File: src/rtl/dmem_port_arbiter.sv
// Round-robin arbiter sharing the single-port data memory between the core
// load/store unit (port 0) and the loader (port 1); one access at a time.
module dmem_port_arbiter #(
   parameter int ADDR_W        = 10,
   parameter int DATA_W        = 32,
   parameter int ACCESS_CYCLES = 1
) (
   input  logic              CLK,
   input  logic              reset,
   input  logic              req0,
   input  logic              we0,
   input  logic [ADDR_W-1:0] addr0,
   input  logic [DATA_W-1:0] wdata0,
   input  logic              req1,
   input  logic              we1,
   input  logic [ADDR_W-1:0] addr1,
   input  logic [DATA_W-1:0] wdata1,
   output logic              ack0,
   output logic              ack1,
   output logic [DATA_W-1:0] rdata,
   output logic              busy,
   output logic              grant_id,
   output logic              mem_MemRW,
   output logic [ADDR_W-1:0] mem_Addr,
   output logic [DATA_W-1:0] mem_DataW,
   input  logic [DATA_W-1:0] mem_DataR
);

   typedef enum logic [1:0] {IDLE, ACCESS, DONE} ArbState;

   localparam logic [3:0] CNT_INIT = 4'(ACCESS_CYCLES - 1);

   ArbState           state;
   ArbState           nextState;
   logic [3:0]        cnt;
   logic              latWe;
   logic [ADDR_W-1:0] latAddr;
   logic [DATA_W-1:0] latData;
   logic              lastGrant;
   logic              anyReq;
   logic              winner;
   logic              memWrite;

   // On a tie the port that did not win last time is served, giving strict alternation.
   always_comb begin
      anyReq = req0 | req1;
      winner = 1'b0;
      if (req0 && req1) begin
         winner = ~lastGrant;
      end else if (req1) begin
         winner = 1'b1;
      end
   end

   always_ff @(posedge CLK or posedge reset) begin
      if (reset) begin
         state <= IDLE;
      end else begin
         state <= nextState;
      end
   end

   // The write strobe is decoded from state so a reset mid-access kills it at once.
   always_comb begin
      nextState = state;
      memWrite  = 1'b0;
      busy      = 1'b0;
      case (state)
         IDLE: begin
            if (anyReq) begin
               nextState = ACCESS;
            end
         end
         ACCESS: begin
            busy     = 1'b1;
            memWrite = latWe && (cnt == 4'd0);
            if (cnt == 4'd0) begin
               nextState = DONE;
            end
         end
         DONE: begin
            busy      = 1'b1;
            nextState = IDLE;
         end
         default: begin
            nextState = IDLE;
         end
      endcase
   end

   always_ff @(posedge CLK or posedge reset) begin
      if (reset) begin
         cnt       <= 4'd0;
         latWe     <= 1'b0;
         latAddr   <= '0;
         latData   <= '0;
         grant_id  <= 1'b0;
         lastGrant <= 1'b1;
         ack0      <= 1'b0;
         ack1      <= 1'b0;
         rdata     <= '0;
      end else begin
         case (state)
            IDLE: begin
               if (anyReq) begin
                  latWe    <= winner ? we1 : we0;
                  latAddr  <= winner ? addr1 : addr0;
                  latData  <= winner ? wdata1 : wdata0;
                  grant_id <= winner;
                  cnt      <= CNT_INIT;
               end
            end
            ACCESS: begin
               if (cnt != 4'd0) begin
                  cnt <= cnt - 4'd1;
               end else begin
                  if (!latWe) begin
                     rdata <= mem_DataR;
                  end
                  ack0      <= ~grant_id;
                  ack1      <= grant_id;
                  lastGrant <= grant_id;
               end
            end
            DONE: begin
               ack0 <= 1'b0;
               ack1 <= 1'b0;
            end
            default: begin
               ack0 <= 1'b0;
               ack1 <= 1'b0;
            end
         endcase
      end
   end

   assign mem_MemRW = memWrite;
   assign mem_Addr  = latAddr;
   assign mem_DataW = latData;

endmodule
File: config.mk
export PLATFORM = sky130hd
export DESIGN_NAME = dmem_port_arbiter
export DESIGN_NICKNAME = d
export VERILOG_FILES = /design/src/rtl/dmem_port_arbiter.sv
export SDC_FILE = /design/constraint.sdc
export NUM_CORES = 1
export LEC_CHECK = 0
export CAP_MARGIN = 10
export CORE_UTILIZATION = 31
export DETAILED_ROUTE_END_ITERATION = 6
export HOLD_SLACK_MARGIN = 0.12
export PLACE_DENSITY = 0.64
export SLEW_MARGIN = 40
export SYNTH_ARGS = -nofsm -noshare
export SYNTH_HDL_FRONTEND = slang
export SYNTH_SLANG_ARGS = --single-unit
File: constraint.sdc
create_clock -name CLK -period 3.02 [get_ports CLK]
set_input_delay 0.302 -clock CLK [delete_from_list [all_inputs] [get_ports CLK]]
set_output_delay 0.302 -clock CLK [all_outputs]
set_load 0.02 [all_outputs]
-- Word level (Yosys, flattened, before mapping)
Cells that the tools add are included.
W data, S select, Z words.
- equal/unequal tests: 6
- mux-type cells: 17
- add/subtract/negate cells: 1
- bitwise operators: 6
- reduce and logical (&&, ||, !) cells: 13
- operator list (cell ; count):
    $mux W32 ; 1
    $mux W10 ; 1
    $mux W4 ; 2
    $ne A2 B2 Y1 const B ; 4
    $pmux W4 S2 ; 1
    $reduce_and A2 Y1 ; 4
    $mux W1 ; 7
    $reduce_and A3 Y1 ; 2
    $not A1 Y1 ; 5
    $logic_not A4 Y1 ; 1
    $mux W2 ; 2
    $pmux W1 S2 ; 2
    $pmux W2 S2 ; 1
    $reduce_bool A4 Y1 ; 1
    $sub A4 B1 Y4 const B ; 1
    $eq A2 B1 Y1 const B ; 1
    $eq A2 B2 Y1 const B ; 1
    $logic_and A1 B1 Y1 ; 2
    $logic_not A2 Y1 ; 1
    $reduce_bool A2 Y1 ; 1
    $reduce_or A2 Y1 ; 1
    $or A1 B1 Y1 ; 1
- output and inout port bits: 79
- bits of input ports: 122
- flip-flop bits (word level): 85
- logic and storage cells: 53

-- Longest topological paths before layout
Gate-level depths: netlist (run 1).
- depth after elaboration: 3
- gate-level depth with buffers: 8
- depth with buffers taken out: 5

-- Least setup slack after synthesis (run 1)
Ideal clock, no wire load.
- path kind: register to register
- start: register cnt[0]
- end: register rdata[0]
- data required time: 2.895 ns
- arrival: 1.981 ns
- cell stages (with the launch flop): 9
- slack: 0.913 ns
- clock period less this slack: 2.107 ns
- setup time: 0.125 ns
- buffers on the path: 3
- cell sequence: dfrtp_1 > inv_1 > ha_1 > or3b_1 > buf_2 > or3_1 > buf_2 > buf_6 > mux2_4
- word-level cells in the longest chain between the ends: 3
- ends and longest elaborated chain (what ; RTL line ; RTL):
    from (decl) ; 35 ; logic [3:0] cnt;
    from (signal assigned) ; 115 ; cnt <= cnt - 4'd1;
    $reduce_bool A4 Y1 ; 114 ; if (cnt != 4'd0) begin
    $not A1 Y1 (no source line) ; -- ;
    $reduce_and A3 Y1 (no source line) ; -- ;
    to (signal assigned) ; 118 ; rdata <= mem_DataR;
    to (decl) ; 20 ; output logic [DATA_W-1:0] rdata,
Every way passes these cells.
A chain may end at the register's enable or synchronous reset.

-- Worst setup path after layout (run 1)
- start: register cnt[0]
- end: register rdata[30]
The elaborated chain is that of the path after synthesis.

==> impl_metrics.env, run 1 <==
export IMPL_synth_nets=448
export IMPL_crit_buf_inv=2
export IMPL_die_h_um=114
export IMPL_root_buffer="clkbuf_16"
export IMPL_dp_cells=676
export IMPL_clock_sinks=85
export IMPL_finalCritPeriodShare=0.798
export IMPL_nets=646
export IMPL_cp_arrival_ns=2.63
export IMPL_instances_no_fill=692
export IMPL_hold_viol_final=0
export IMPL_drt_pre_antenna_iters=4
export IMPL_power_density_nw_per_um2=1030
export IMPL_end_kind="flip-flop"
export IMPL_crit_family="simple AND/OR/NAND/NOR gates"
export IMPL_core_area_um2=12100
export IMPL_cts_tree="done"
export IMPL_cts_made_buffers=9
export IMPL_final_antenna_net_count=0
export IMPL_async_flop_share=1.00
export IMPL_drt_iter0_drc=157
export IMPL_ios=201
export IMPL_htreeDepth=3
export IMPL_hp_class="in -> async"
export IMPL_syn_cell_area_um2=3860
export IMPL_wl_per_cell_um=14.5
export IMPL_antenna_found_initial=0
export IMPL_ir_drop_mv=0.341
export IMPL_crit_chain="inv_1 -> ha_1 -> or3b_1 -> or3_2 -> buf_4 -> mux2_4"
export IMPL_cp_required_ns=3.24
export IMPL_ys_types=30
export IMPL_hpwl_mm=7.53
export IMPL_rows=40
export IMPL_area_delta_synth_final_pct=64.2
export IMPL_cpPeakStageDelay_ns=0.45
export IMPL_yosys_top_cells_area="dfrtp_1 (54%), mux2_4 (12%), mux2i_1 (11%), o21ai_0 (6.6%), nand2_1 (4.7%)"
export IMPL_slew_headroom=0.564
export IMPL_yosysSeqAreaShare=0.551
export IMPL_die_width_um=114
export IMPL_yosys_warnings=0
export IMPL_synth_edff_count=0
export IMPL_p_leak_nw=2.86
export IMPL_syn_avg_cell_area_um2=12.0
export IMPL_slew_violations=0
export IMPL_grt_overflow=0
export IMPL_vias=3147
export IMPL_crit_slowest_cell="or3b_1"
export IMPL_final_min_clock_period_ns=2.41
export IMPL_tns_ns=0
export IMPL_ctsResizeCount=0
export IMPL_vias_per_cell=4.55
export IMPL_fmaxAchievable_ghz=0.415
export IMPL_start_kind="flip-flop"
export IMPL_postCtsHoldBufs=0
export IMPL_maxCapViolations=0
export IMPL_grt_pass1_wl_mm=16.2
export IMPL_initial_core_util=0.320
export IMPL_yosysTopAreaCellShare=0.544
export IMPL_crit_fanout=32
export IMPL_path_class="reg -> reg"
export IMPL_netlist_instances=321
export IMPL_post_cts_buffers=0
export IMPL_clk_pin_slew_ns=0.06
export IMPL_worstMarginPinSlew_ns=0.652
export IMPL_post_place_ws_ns=0.626
export IMPL_finalSetupViolCount=0
export IMPL_grt_max_degree=77
export IMPL_synth_most_common_cell="dfrtp_1"
export IMPL_dieArea_um2=12900
export IMPL_worst_slack_ns=0.609
export IMPL_netlist_top_cells_count="dfrtp_1 (84), o21ai_0 (51), nand2_1 (48)"
export IMPL_drc=0
export IMPL_clock_skew_ns=0.00465
export IMPL_insertedDiodeCount=0
export IMPL_grt_setup_unrepaired="no"
export IMPL_gp_congestion=0.805
export IMPL_insertion_delay_ns=0.33
export IMPL_yosysTopAreaCell="dfrtp_1"
export IMPL_synth_flop_cell="dfrtp_1"
export IMPL_drive_gt1_frac=0.115
export IMPL_portBuffers=200
export IMPL_outcome="complete, no violations"
export IMPL_grt_pass1_vias=3127
export IMPL_yosys_register_bits=85
export IMPL_clk_path_buf_depth=2
export IMPL_routed_wl_mm=10.1
export IMPL_hold_slack_ns=0.428
export IMPL_grt_total_usage=0.162
==> worst paths after layout <==
path	cells past startpoint	from	slack [ns]	to
setup / recovery	6	cnt[0]	0.61	rdata[30]
hold / removal	3	reset	0.43	ack1
setup reg to reg	6	cnt[0]	0.61	rdata[30]
hold reg to reg	2	mem_DataW[14]	0.48	mem_DataW[14]
max in group asynchronous	3	reset	2.20	mem_DataW[8]
min in group CLK	2	mem_DataW[14]	0.48	mem_DataW[14]
==> placed cells by master, fill, tap and decap left out, drive strengths merged, types with 3 or more instances in the layout <==
cell type        n
a21oi            3
nand2           48
clkinv           3
mux2i           44
inv              6
ha               5
dfrtp           84
nand3            5
mux2            33
clkbuf          12
clkdlybuf4s50  200
o21ai           52
buf              7
==> worst register-to-register path, cell delays in order, from the launching register on <==
cell and delay (ns):
dfrtp_1 0.41, inv_1 0.13, ha_1 0.18, or3b_1 0.45, or3_2 0.44, buf_4 0.31, mux2_4 0.39
==> logic make-up (layout without fill, tap and decap cells) <==
logic type,after synthesis,after routing,share of synthesized area
buf+inv,27,230,0.0340
flops,85,85,0.551
fa+ha+maj,5,5,0.0162
simple gates,67,67,0.0771
mux,77,77,0.239
compound gates,60,60,0.0820
==> state kept, by name (all words and copies together), names as in the netlist <==
| register | flops |
|---|---|
| mem_Addr | 10 |
| ack1 | 1 |
| latWe | 1 |
| state | 2 |
| lastGrant | 1 |
| ack0 | 1 |
| rdata | 32 |
| grant_id | 1 |
| mem_DataW | 32 |
| cnt | 4 |
==> area by class of cell <==
type	count	area, um^2
clock buffer	12	246
clock inverter	4	47.5
fill	1091	5720
inverter	7	27.5
multi-input combinational	209	1610
sequential	85	2130
tap	168	210
timing repair buffer	207	2070
==> stage by stage <==
stage	utilization	instance area, um^2	total power [W]
6_report	0.526	6340	0.00650
5_1_grt	0.526	6340	0.00693
4_1_cts	0.526	6340	0.00660
3_5_place_dp	0.501	6050	0.00546
3_3_place_gp	0.501	6050	0.00538
2_1_floorplan	-	3860	0.00392
==> routing by layer <==
| layer | share of wire | routed length [um] | GRT usage |
|---|---|---|---|
| met1 | 0.42 | 4220 | 0.197 |
| met2 | 0.47 | 4690 | 0.260 |
| met3 | 0.096 | 960 | 0.0558 |
| met4 | 0.018 | 176 | 0.0737 |
| met5 | 0 | 0 | 0 |
==> power breakdown <==
group | switching (W) | total [W] | internal [W]
registers | 0.000332 | 0.00204 | 0.00171
logic | 0.00162 | 0.00337 | 0.00174
clock network | 0.000428 | 0.00109 | 0.000661
Note: power is estimated with default switching activity, not from simulation.
==> inputs of run 2 (changes only) <==
Clock period 3.02 ns to 2.3 ns, I/O delays scaled along.
==> impl_metrics.env, run 2 (same netlist as run 1, synthesis figures left out) <==
export IMPL_cp_required_ns=2.53
export IMPL_die_h_um=114
export IMPL_post_cts_buffers=0
export IMPL_worstMarginPinSlew_ns=0.466
export IMPL_maxCapViolations=0
export IMPL_drt_iter0_drc=114
export IMPL_insertion_delay_ns=0.34
export IMPL_grt_setup_unrepaired="no"
export IMPL_postCtsHoldBufs=0
export IMPL_cts_tree="done"
export IMPL_final_antenna_net_count=0
export IMPL_portBuffers=200
export IMPL_initial_core_util=0.320
export IMPL_vias_per_cell=4.52
export IMPL_p_leak_nw=2.90
export IMPL_slew_headroom=0.689
export IMPL_hpwl_mm=7.84
export IMPL_finalPower_w=0.00859
export IMPL_core_area_um2=12100
export IMPL_cp_arrival_ns=2.41
export IMPL_grt_pass1_vias=3155
export IMPL_drive_gt1_frac=0.125
export IMPL_hp_class="in -> async"
export IMPL_rows=40
export IMPL_final_cell_mix="clkdlybuf4s50_1 (199), dfrtp_1 (84), o21ai_0 (51)"
export IMPL_crit_fanout=32
export IMPL_cts_made_buffers=9
export IMPL_area_delta_synth_final_pct=65.9
export IMPL_end_kind="flip-flop"
export IMPL_outcome="complete, no violations"
export IMPL_nets=650
export IMPL_place_area_um2=6100
export IMPL_htreeDepth=3
export IMPL_vias=3145
export IMPL_hold_viol_final=0
export IMPL_ir_drop_mv=0.494
export IMPL_finalCritPeriodShare=0.949
export IMPL_final_min_clock_period_ns=2.18
export IMPL_grt_pass1_wl_mm=15.9
export IMPL_grt_total_usage=0.162
export IMPL_insertedDiodeCount=0
export IMPL_drt_pre_antenna_iters=4
export IMPL_clk_path_buf_depth=2
export IMPL_grt_max_degree=54
export IMPL_finalSetupViolCount=0
export IMPL_root_buffer="clkbuf_16"
export IMPL_tns_ns=0
export IMPL_path_class="reg -> reg"
export IMPL_ctsResizeCount=1
export IMPL_antenna_found_initial=0
export IMPL_dieArea_um2=12900
export IMPL_power_density_nw_per_um2=1340
export IMPL_clk_pin_slew_ns=0.06
export IMPL_slew_violations=0
export IMPL_fillers=1085
export IMPL_wl_per_cell_um=14.7
export IMPL_grt_overflow=0
export IMPL_clock_sinks=85
export IMPL_ff_latch_area_um2=2130
export IMPL_instances_no_fill=696
export IMPL_hold_slack_ns=0.264
export IMPL_clock_skew_ns=0.00891
export IMPL_dp_cells=680
export IMPL_fmaxAchievable_ghz=0.458
export IMPL_gp_congestion=0.718
export IMPL_start_kind="flip-flop"
export IMPL_finalInstanceArea_um2=6400
export IMPL_drc=0
export IMPL_multiInputGateArea_um2=1610
export IMPL_ios=201
export IMPL_die_width_um=114
export IMPL_final_common_cell="clkdlybuf4s50_1"
export IMPL_routed_wl_mm=10.2
[run 2: changes by cell type in the layout (fill, tap and decap cells not counted), sizes merged]
cell           before  now
buf                 7   11
clkbuf             12   10
clkinv              3    5
clkdlybuf4s50     200  199
dlygate4sd2         0    1
[run 2: per-layer routing]
metal,vias up,GRT usage,share of wire
li1,1523,-,-
met1,1454,0.192,0.42
met2,155,0.267,0.47
met3,13,0.0521,0.091
met4,0,0.0763,0.018
met5,-,0,0
[run 2: cell type report]
type / instances / area share
flip-flops and latches: 85 / 0.332
repair buffers: 211 / 0.331
multi-input cells: 209 / 0.252
clock buffers: 10 / 0.0373
well taps: 168 / 0.0328
clock inverters: 6 / 0.00977
inverters: 7 / 0.00469
[run 2: worst max-delay path: stages, from the launching register on]
cell and delay [ns]:
dfrtp_1 0.41, inv_1 0.13, ha_1 0.17, or3b_1 0.36, or3_2 0.45, buf_12 0.20
mux2_4 0.33
[run 2: where the power goes]
| group | switching (W) | total (W) | internal, W |
|---|---|---|---|
| logic | 0.00215 | 0.00447 | 0.00232 |
| registers | 0.000426 | 0.00267 | 0.00225 |
| clock network | 0.000583 | 0.00145 | 0.000868 |
[run 2: path summary, 6_finish.rpt]
check | slack [ns] | end | start | cells after the start
setup reg to reg | 0.12 | rdata[3] | cnt[0] | 6
hold reg to reg | 0.48 | mem_DataW[5] | mem_DataW[5] | 2
max in group asynchronous | 1.33 | mem_DataW[18] | reset | 3
setup / recovery | 0.12 | rdata[3] | cnt[0] | 6
min in group CLK | 0.48 | mem_DataW[5] | mem_DataW[5] | 2
hold / removal | 0.26 | rdata[23] | reset | 2
[run 2: through the flow]
step	setup slack [ns]	utilization
floorplan	0.193	-
global placement	0.206	0.506
detailed placement	0.126	0.506
CTS	0.118	0.531
global route	0.0206	0.531
finish	0.117	0.531
